[src/rtl/bus_dma_master.sv]
// Memory-to-memory copy engine on the core data bus (req/gnt/rvalid).
// Moves len 32-bit words from src to dst: one read then one write per word, at most one
// transaction outstanding. All outputs are registered.
module bus_dma_master #(
  parameter int unsigned LEN_W = 16
) (
  input  logic             clk_i,
  input  logic             rst_i,
  input  logic             start_i,
  input  logic [31:0]      src_addr_i,
  input  logic [31:0]      dst_addr_i,
  input  logic [LEN_W-1:0] len_i,
  input  logic             abort_i,
  output logic             busy_o,
  output logic             done_o,
  output logic [LEN_W-1:0] words_done_o,
  output logic             data_req_o,
  output logic             data_we_o,
  output logic [3:0]       data_be_o,
  output logic [31:0]      data_addr_o,
  output logic [31:0]      data_wdata_o,
  input  logic             data_gnt_i,
  input  logic             data_rvalid_i,
  input  logic [31:0]      data_rdata_i
);

  typedef enum logic [2:0] {
    StIdle,
    StRdReq,
    StRdWait,
    StWrReq,
    StWrWait,
    StFinish
  } state_e;

  state_e           state_q;
  logic [31:0]      src_q;
  logic [31:0]      dst_q;
  logic [LEN_W-1:0] len_q;
  logic             abort_q;
  logic [LEN_W-1:0] words_next;

  assign words_next = words_done_o + LEN_W'(1);

  // Only whole-word transfers are ever issued.
  assign data_be_o = 4'hF;

  // Copy sequencer: state, address/count/data registers and all registered bus outputs.
  always_ff @(posedge clk_i or posedge rst_i) begin
    if (rst_i) begin
      state_q      <= StIdle;
      src_q        <= '0;
      dst_q        <= '0;
      len_q        <= '0;
      abort_q      <= 1'b0;
      busy_o       <= 1'b0;
      done_o       <= 1'b0;
      words_done_o <= '0;
      data_req_o   <= 1'b0;
      data_we_o    <= 1'b0;
      data_addr_o  <= '0;
      data_wdata_o <= '0;
    end else begin
      done_o <= 1'b0;
      // Abort only takes effect at the next word boundary; remember it until then.
      if (abort_i && busy_o) begin
        abort_q <= 1'b1;
      end
      unique case (state_q)
        StIdle: begin
          abort_q <= 1'b0;
          if (start_i) begin
            words_done_o <= '0;
            if (len_i != '0) begin
              src_q       <= src_addr_i & 32'hFFFF_FFFC;
              dst_q       <= dst_addr_i & 32'hFFFF_FFFC;
              len_q       <= len_i;
              busy_o      <= 1'b1;
              data_req_o  <= 1'b1;
              data_we_o   <= 1'b0;
              data_addr_o <= src_addr_i & 32'hFFFF_FFFC;
              state_q     <= StRdReq;
            end else begin
              done_o  <= 1'b1;
              state_q <= StFinish;
            end
          end
        end
        StRdReq: begin
          if (data_gnt_i) begin
            data_req_o <= 1'b0;
            state_q    <= StRdWait;
          end
        end
        StRdWait: begin
          if (data_rvalid_i) begin
            data_wdata_o <= data_rdata_i;
            data_req_o   <= 1'b1;
            data_we_o    <= 1'b1;
            data_addr_o  <= dst_q;
            state_q      <= StWrReq;
          end
        end
        StWrReq: begin
          if (data_gnt_i) begin
            data_req_o <= 1'b0;
            state_q    <= StWrWait;
          end
        end
        StWrWait: begin
          if (data_rvalid_i) begin
            src_q        <= src_q + 32'd4;
            dst_q        <= dst_q + 32'd4;
            words_done_o <= words_next;
            if (words_next == len_q || abort_q || abort_i) begin
              busy_o    <= 1'b0;
              done_o    <= 1'b1;
              data_we_o <= 1'b0;
              state_q   <= StFinish;
            end else begin
              data_req_o  <= 1'b1;
              data_we_o   <= 1'b0;
              data_addr_o <= src_q + 32'd4;
              state_q     <= StRdReq;
            end
          end
        end
        StFinish: begin
          state_q <= StIdle;
        end
        default: begin
          state_q <= StIdle;
        end
      endcase
    end
  end

endmodule

[config.mk]
export PLATFORM = sky130hd
export DESIGN_NAME = bus_dma_master
export DESIGN_NICKNAME = d
export VERILOG_FILES = /design/src/rtl/bus_dma_master.sv
export SDC_FILE = /design/constraint.sdc
export NUM_CORES = 1
export LEC_CHECK = 0
export CAP_MARGIN = 40
export CORE_MARGIN = 5
export CORE_UTILIZATION = 50
export DETAILED_ROUTE_END_ITERATION = 6
export PLACE_DENSITY_LB_ADDON = 0.05
export SYNTH_ARGS = -nofsm -noshare
export SYNTH_HDL_FRONTEND = slang
export SYNTH_SLANG_ARGS = --single-unit
[constraint.sdc]
create_clock -name clk_i -period 8.28 [get_ports clk_i]
set_input_delay 2.07 -clock clk_i [delete_from_list [all_inputs] [get_ports clk_i]]
set_output_delay 2.07 -clock clk_i [all_outputs]
set_load 0.01 [all_outputs]
-- Word level (Yosys, flattened, before mapping)
Index checks and enable logic that the tools add are counted.
- register bits: 168
- latch bits: 0
- bits in writable memories: 0
- ROM bits: 0
- input bits: 118
- output and inout bits: 88
- logic and storage cells: 92
- memories kept: 0
- add/subtract/negate cells: 3
- multiply operators: 0
- div/mod/pow operators: 0
- magnitude comparators: 0
- eq/ne operators: 14
- shift-type cells: 0
- mux-type cells: 44
- bitwise operators: 0
- reductions and logical operators: 19
- operators by type and width (kind ; number):
    32-bit 2-to-1 mux ; 9
    32-bit one-hot mux with 2 select lines ; 2
    32-bit one-hot mux with 3 select lines ; 1
    32-bit by 3-bit adder with 32-bit output, second input constant ; 2
    16-bit 2-to-1 mux ; 2
    16-bit one-hot mux with 2 select lines ; 1
    3-bit 2-to-1 mux ; 7
    1-bit 2-to-1 mux ; 17
    16-bit by 1-bit adder with 16-bit output, second input constant ; 1
    16-bit == test ; 1
    2-bit inequality test, second input constant ; 8
    16-bit nonzero test ; 1
    3-bit one-hot mux with 5 select lines ; 1
    5-bit AND reduction ; 3
    7-bit AND reduction ; 1
    3-bit by 2-bit == test with 1-bit output, second input constant ; 2
    3-bit AND reduction ; 2
    6-bit AND reduction ; 1
    1-bit one-hot mux with 2 select lines ; 2
    1-bit one-hot mux with 4 select lines ; 1
    4-bit AND reduction ; 1
    2-bit nonzero test ; 2
    4-bit nonzero test ; 1
    3-bit by 1-bit == test with 1-bit output, second input constant ; 1
    9 further kinds ; 10

-- Logic depth before layout (Yosys ltp)
Gate-level depths: netlist (run 1).
- word-level depth: 7
- depth in mapped cells: 9
- mapped depth without buffers: 8

-- Worst setup path after synthesis (run 1)
OpenSTA, ideal clock, no wires.
- path kind: input to register
- start: in len_i[11]
- end: reg data_addr_o[10]
- library setup time: 0.125 ns
- arrival time: 4.077 ns
- required time: 8.155 ns
- slack: 4.078 ns
- cell stages on the path: 8
- path buffers: 1
- cells stage by stage: or4_1 > o41ai_1 > o21ai_0 > nand2_1 > a21oi_1 > o41ai_4 > buf_6 > mux2_4
- cells in the longest elaborated chain, start to end: 3
- RTL lines (item ; line ; RTL):
    start: declaration ; 12 ; input logic [LEN_W-1:0] len_i,
    16-bit nonzero test ; 74 ; if (len_i != '0) begin
    2-bit inequality test (no line) ; n/a ;
    6-bit AND reduction (no line) ; n/a ;
    end signal: assignment ; 81 ; data_addr_o <= src_addr_i & 32'hFFFF_FFFC;
    end signal: assignment ; 100 ; data_addr_o <= dst_q;
    end signal: assignment ; 123 ; data_addr_o <= src_q + 32'd4;
    end: declaration ; 20 ; output logic [31:0] data_addr_o,
Every way passes these cells.
A chain may end at the register's enable or synchronous reset.

-- Worst setup path after layout (run 1)
- start: in len_i[0]
- end: reg data_addr_o[2]
The elaborated chain is that of the path after synthesis.

==> results.md, run 1 <==
- Run status: complete, no violations
- Clock Tree Root: clkbuf_16
- Slowest CP cell: o41ai_1
- Fillers: 1501
- CP endpoint kind: flip-flop
- Post-synthesis compound-gate area fraction: 18.7%
- Initial antenna violation count: 0
- Clock power frac: between 10% and 20%
- CP required: 8.59 ns
- Critical path's largest stage delay: roughly 0.8 ns
- CP Buf/Inv Count: 2
- Cells after synthesis: about 970
- Standard-cell rows: 49
- Layout Nets: 1256
- Int Pwr: 2.61 mW
- Setup TNS: 0 ns
- Largest family of logic cells by synthesized area: compound AO/OA/AOI/OAI gates
- DIE AREA: between 20000 and 25000 um^2
- Register bit total from synthesis: 163
- Normalized max-slew margin: 43.7%
- Min Clock Period, post-route: 4.98 ns
- H-tree depth: 4
- Vias in the first global route: between 7000 and 8000
- Final setup vio count: 0
- Clk sink count: 163
- Clock latency on the worst-skew pair: 0.43 ns
- Initial core utilization: around 51%
- Global placer's final weighted congestion: 0.889
- RSZ-0062 raised after global routing: false
- Final Skew: 0.00702 ns
- VDD IR-drop max: between 0.15 and 0.2 mV
- Inserted Clock Buffers: 17
- Hold Worst Slack: 0.493 ns
- Number of hold buffers added after cts: 0
- Sequential fraction of the synthesis area: 45.2%
- Final Worst Setup Slack: 3.30 ns
- Startpoint types: input port
- Finished Core Util: 66.1%
- Post-synthesis xor/xnor area fraction: 5.05%
- Largest net degree at the start of global routing: 61
- Residual DRC: 0
- Mapped Area: ~9000 um^2
- DP Worst Slack: ~2.8 ns
- Global-route wire length before repair: 41500 um
- PnR Total Power: between 4 and 5 mW
- CTS tree: done
- # port buffers: 197
- Data arrival, critical path: ~5.3 ns
- R2R Setup Slk: about 4.4 ns
- Slew Limit Fails: 0
- Critical path's top delay family: compound AO/OA/AOI/OAI gates
- GRT Util Overall: 25.1%
- Kind of critical path: input port to flip-flop
- Tcrit/Tclk final: 60.1%
- Fmax: 0.201 GHz
- Simple-gate share of the synthesized area: 15.7%
- EDFF count, synth: 0
- Mux share of post-synthesis cell area: 10.8%
- Avg Synthesized Cell Area: 9.33 um^2
- PwrDens: 352 nW/um^2
- Top_reg_cell synth: dfrtp_1
- I/O Pins: 206
- Clock Pin Slew Worst Setup and Hold Paths: 0.06 ns
- Die Height: between 100 and 150 um
- Layout area overhead: 30.8%
- Layout cells sized above 1: between 10% and 20%
- Die W: approximately 140 um
- Synth warn: 0
- Detailed Routing Iterations Pass 1: 7
- WHS Path Cells: 1
- PostCTS Resize Cnt: 0
- Post-route ant nets: 0
- Setup bufs post-CTS: 0
- Cells along the critical path: clkdlybuf4s50_1, or4_1, o41ai_1, o21ai_0, nand2_1, a21oi_1, o41ai_4, buf_4, mux2_2
- Sequential Power Share: 36.8%
- Initial DRC Count: approximately 840
- Async set or reset register ratio after synthesis: 100%
- Final hold violation count: 0
- Max Root-Sink Buffers: 2
- Stages on the worst setup path: 9
- Worst hold path class: flip-flop to flip-flop
- Post-DP HPWL: 18600 um
- MaxCap Viol Count: 0
- DR vias: 8109
- P_leak: ~4.7 nW
- Distinct cells, synth: 57
- Core area: 17800 um^2
- Critical path peak fanout: 31
- Comb pwr share: 43.6%
- GRT overflow: 0
- Worst-Margin Slew: 0.834 ns
- Switching power total: 1.54 mW
- Synth Area in Adders: 0.416%
- Routed wire length: 25900 um
- Sw frac: 37.1%
- Routed length per instance: 18.8 um
- DR vias/cell: a little under 6
- R2R cell count: 8
cell type report:
| class | instances | area (um^2) | share of cell area (%) |
|---|---|---|---|
| inverter | 21 | 83.8 | 0.711 |
| clock inverter | 9 | 129 | 1.09 |
| tap | 229 | 287 | 2.43 |
| timing repair buffer | 213 | 2140 | 18.1 |
| clock buffer | 22 | 474 | 4.02 |
| antenna | 1 | 2.50 | 0.0212 |
| multi-input combinational | 719 | 4600 | 39.0 |
| sequential | 163 | 4080 | 34.6 |
metrics by stage:
stage,instances,cell area [um^2]
6_report,1377,11800
5_1_grt,1376,11800
4_1_cts,1376,11800
3_5_place_dp,1345,11200
3_3_place_gp,1341,11100
2_1_floorplan,969,9030
synthesized netlist by cell type, drive strengths merged, types with 17 or more instances:
master / n / share of area, %
dfrtp: 163 / 45
clkbuf: 52 / 2.2
nand2: 104 / 4.4
nand3: 45 / 2.5
a21oi: 83 / 4.6
nor2: 64 / 2.7
o21ai: 98 / 5.4
xnor2: 35 / 3.4
inv: 20 / 0.83
xor2: 17 / 1.7
a22oi: 26 / 2.2
mux2: 77 / 10
nor3: 21 / 1.2
o22ai: 20 / 1.4
nand4: 21 / 1.5
power groups by stage:
| stage | sequential (mW) | clock, mW | combinational [mW] |
|---|---|---|---|
| 2_1_floorplan | 1.49 | 0 | 1.12 |
| 3_3_place_gp | 1.51 | 0 | 1.78 |
| 3_5_place_dp | 1.53 | 0 | 1.82 |
| 4_1_cts | 1.52 | 0.829 | 1.82 |
| 5_1_grt | 1.58 | 0.864 | 1.99 |
| 6_report | 1.53 | 0.815 | 1.81 |
cells by family (layout without fill, tap and decap cells):
logic type,after synthesis,in the layout
AOI/OAI and AO/OA,278,278
xor gates and xnor gates,52,52
adders and majority gates,3,3
buffers and inverters,87,265
DFF,163,163
muxes,80,80
other,1,5
and+or+nand+nor,302,302
state kept, by name, summed over array words and instances (netlist names):
name          flops
data_addr_o      31
data_we_o         1
abort_q           1
data_req_o        1
state_q           3
src_q            30
data_wdata_o     32
dst_q            30
len_q            16
words_done_o     16
busy_o            1
done_o            1
metal layers:
| layer | vias up | wire length, um | GRT usage, % |
|---|---|---|---|
| met5 | - | 0 | 0 |
| met4 | 0 | 287 | 5.60 |
| met3 | 25 | 2230 | 6.15 |
| met2 | 310 | 12000 | 38.1 |
| met1 | 3926 | 11400 | 36.7 |
| li1 | 3848 | - | - |
cell usage in the layout, fill, tap and decap left out, types with 4 or more instances in the layout:
master,instances
buf_4,13
a22oi_1,26
mux2_1,4
conb_1,4
a21o_1,4
dfrtp_1,163
mux2_4,20
nand4_1,21
nor3_1,19
xnor2_1,35
a221o_1,11
nand2_1,102
or2_2,4
o32ai_1,4
clkdlybuf4s50_1,197
nand3_1,45
or4_1,7
o22ai_1,20
nor2_1,62
nor4_1,6
o31ai_1,6
inv_1,19
a21oi_1,83
clkbuf_16,17
o311ai_0,4
or3_1,5
and3_1,10
xor2_1,17
o21ai_0,96
mux2_2,53
worst register-to-register path: stages, from the launching register on:
cell and delay (ns):
dfrtp_1 0.32, buf_4 0.45, clkinv_1 0.71, nor2_2 0.59
buf_4 0.43, nand2_1 0.37, buf_8 0.27, o41ai_1 0.50
or3_1 0.18
final timing paths:
path,from,endpoint
max reg2reg,state_q[2],state_q[2]
min in group asynchronous,rst_i,words_done_o[0]
max,len_i[0],data_addr_o[2]
min,data_addr_o[6],data_addr_o[6]
min reg2reg,data_addr_o[6],data_addr_o[6]
max in group asynchronous,rst_i,data_addr_o[15]
Note: power is estimated with default switching activity, not from simulation.
==> inputs of run 2 (changes only) <==
- clock period: 8.28 -> 4.83 ns (I/O delays scaled with it)
==> run 2 against run 1 <==
Compared with the run above: combinational power increased by 73%; hold slack got worse by 0.0043 ns; via count increased by 0.35%; non-clock buffer count increased by 1; sequential power increased by 71%; global-route usage decreased by 0.22 points; wire length increased by 0.56%; clock power increased by 71%; worst setup slack got worse by 2.1 ns; first-iteration DRC count decreased by 21%; power increased by 72%; clock skew increased by 0.0061 ns.
==> results.md, run 2 (synthesis gave the netlist of run 1 again) <==
- Run status: complete, no violations
- Ant. Diodes: 0
- Slew Limit Fails: 0
- Most common cell after layout, fill and taps aside: clkdlybuf4s50_1
- Die W: 144 um
- Kind of critical path: input port to flip-flop
- Clock Pin Slew Worst Setup and Hold Paths: 0.07 ns
- Setup TNS: 0 ns
- Initial core utilization: 50.5%
- Routed wire length: 26100 um
- MaxCap Viol Count: 0
- Clock latency on the worst-skew pair: 0.43 ns
- Residual DRC: 0
- I/O Pins: 206
- Data arrival, critical path: 3.92 ns
- RSZ-0062 raised after global routing: false
- Normalized max-slew margin: 40.5%
- Largest register FFs: 32
- Clk sink count: 163
- Post-DP HPWL: 18200 um
- Sw frac: 37.9%
- Layout area overhead: 30.6%
- # port buffers: around 200
- CP required: between 5 and 6 ns
- Final Skew: 0.0131 ns
- PostCTS Resize Cnt: 0
- Initial antenna violation count: 0
- P_leak: 4.65 nW
- Standard-cell rows: between 40 and 50
- DR vias: 8137
- Global placer's final weighted congestion: 0.894
- WHS Path Cells: 1
- Switching power total: 2.70 mW
- Largest net degree at the start of global routing: 164
- VDD IR-drop max: 0.295 mV
- Layout Nets: between 1000 and 1500
- Fmax: about 0.27 GHz
- Die Height: 144 um
- GRT overflow: 0
- H-tree depth: 4
- Final setup vio count: 0
- Number of hold buffers added after cts: 0
- Post-route ant nets: 0
- GRT Util Overall: about a quarter
- Clock Tree Root: clkbuf_16
- Sequential Power Share: a little under two fifths
- Worst hold path class: flip-flop to flip-flop
- Detailed Routing Iterations Pass 1: 6
- Tcrit/Tclk final: 75.7%
- CP endpoint kind: flip-flop
- Initial DRC Count: 669
- Setup bufs post-CTS: 0
- Biggest regs: data_wdata_o x32, data_addr_o x31
- R2R cell count: 9
- DIE AREA: 20800 um^2
- DR vias/cell: 5.90
- PnR Total Power: 7.14 mW
- Min Clock Period, post-route: ~3.7 ns
- Max Root-Sink Buffers: 2
- Int Pwr: 4.44 mW
- Startpoint types: input port
- PwrDens: 606 nW/um^2
- Layout cells sized above 1: between 10% and 20%
- Commonest cells after routing, fill and taps aside: clkdlybuf4s50_1 (197), dfrtp_1 (163), nand2_1 (102), o21ai_0 (96), a21oi_1 (83)
- Critical path peak fanout: 36
- Comb pwr share: 43.8%
- Worst-Margin Slew: 0.892 ns
- Routed length per instance: ~19 um
- Global-route wire length before repair: around 41000 um
- CTS tree: done
- Inserted Clock Buffers: 17
- Core area: around 18000 um^2
- Vias in the first global route: between 7000 and 8000
- Final hold violation count: 0
- Final Worst Setup Slack: 1.18 ns
- DP Worst Slack: 0.789 ns
- Largest reg by FF count: data_wdata_o
- Clock power frac: around a fifth
run 2: power groups by stage:
stage               clock network (mW)  logic [mW]  registers [mW]
finish                            1.39        3.13            2.62
CTS                               1.41        3.14            2.61
global route                      1.47        3.42            2.71
detailed placement                   0        3.13            2.63
floorplan                            0        1.92            2.55
global placement                     0        3.06            2.60
run 2: through the flow:
step | util (%) | hold slack (ns) | cells | area, um^2
detailed placement | 62.6 | 0.481 | 1346 | 11200
CTS | 66.0 | 0.496 | 1378 | 11800
global placement | 62.6 | 0.475 | 1345 | 11200
finish | 66.0 | 0.489 | 1378 | 11800
global route | 66.0 | 0.515 | 1378 | 11800
floorplan | - | 0.463 | 969 | 9030
run 2: critical path: stages:
cell and delay, ns:
clkdlybuf4s50_1 0.43, or4_1 0.64, o41ai_1 0.37, buf_4 0.20, nor2_1 0.06, o21a_2 0.47
buf_4 0.33, a21oi_1 0.14, a21oi_1 0.05
run 2: path summary, 6_finish.rpt:
path,startpoint,to,slack [ns]
worst max-delay path,len_i[0],dst_q[28],1.18
min in group asynchronous,rst_i,data_addr_o[10],1.39
max in group asynchronous,rst_i,dst_q[14],2.79
worst min-delay path,data_addr_o[7],data_addr_o[7],0.49
worst min register to register,data_addr_o[7],data_addr_o[7],0.49
worst max register to register,words_done_o[0],data_addr_o[9],1.39
run 2: routing by layer:
| metal | global-route usage (%) | wire, um |
|---|---|---|
| met4 | 4.52 | 174 |
| met5 | 0 | 0 |
| met3 | 5.92 | 2490 |
| met2 | 37.9 | 11800 |
| met1 | 36.8 | 11700 |
run 2: layout make-up:
| type | instances | area, um^2 |
|---|---|---|
| Timing Repair Buffer | 214 | 2120 |
| Multi-Input combinational cell | 719 | 4600 |
| Clock buffer | 19 | 453 |
| Clock inverter | 13 | 151 |
| Inverter | 21 | 82.6 |
| Sequential cell | 163 | 4080 |
| Fill cell | 1487 | 6060 |
| Tap cell | 229 | 287 |
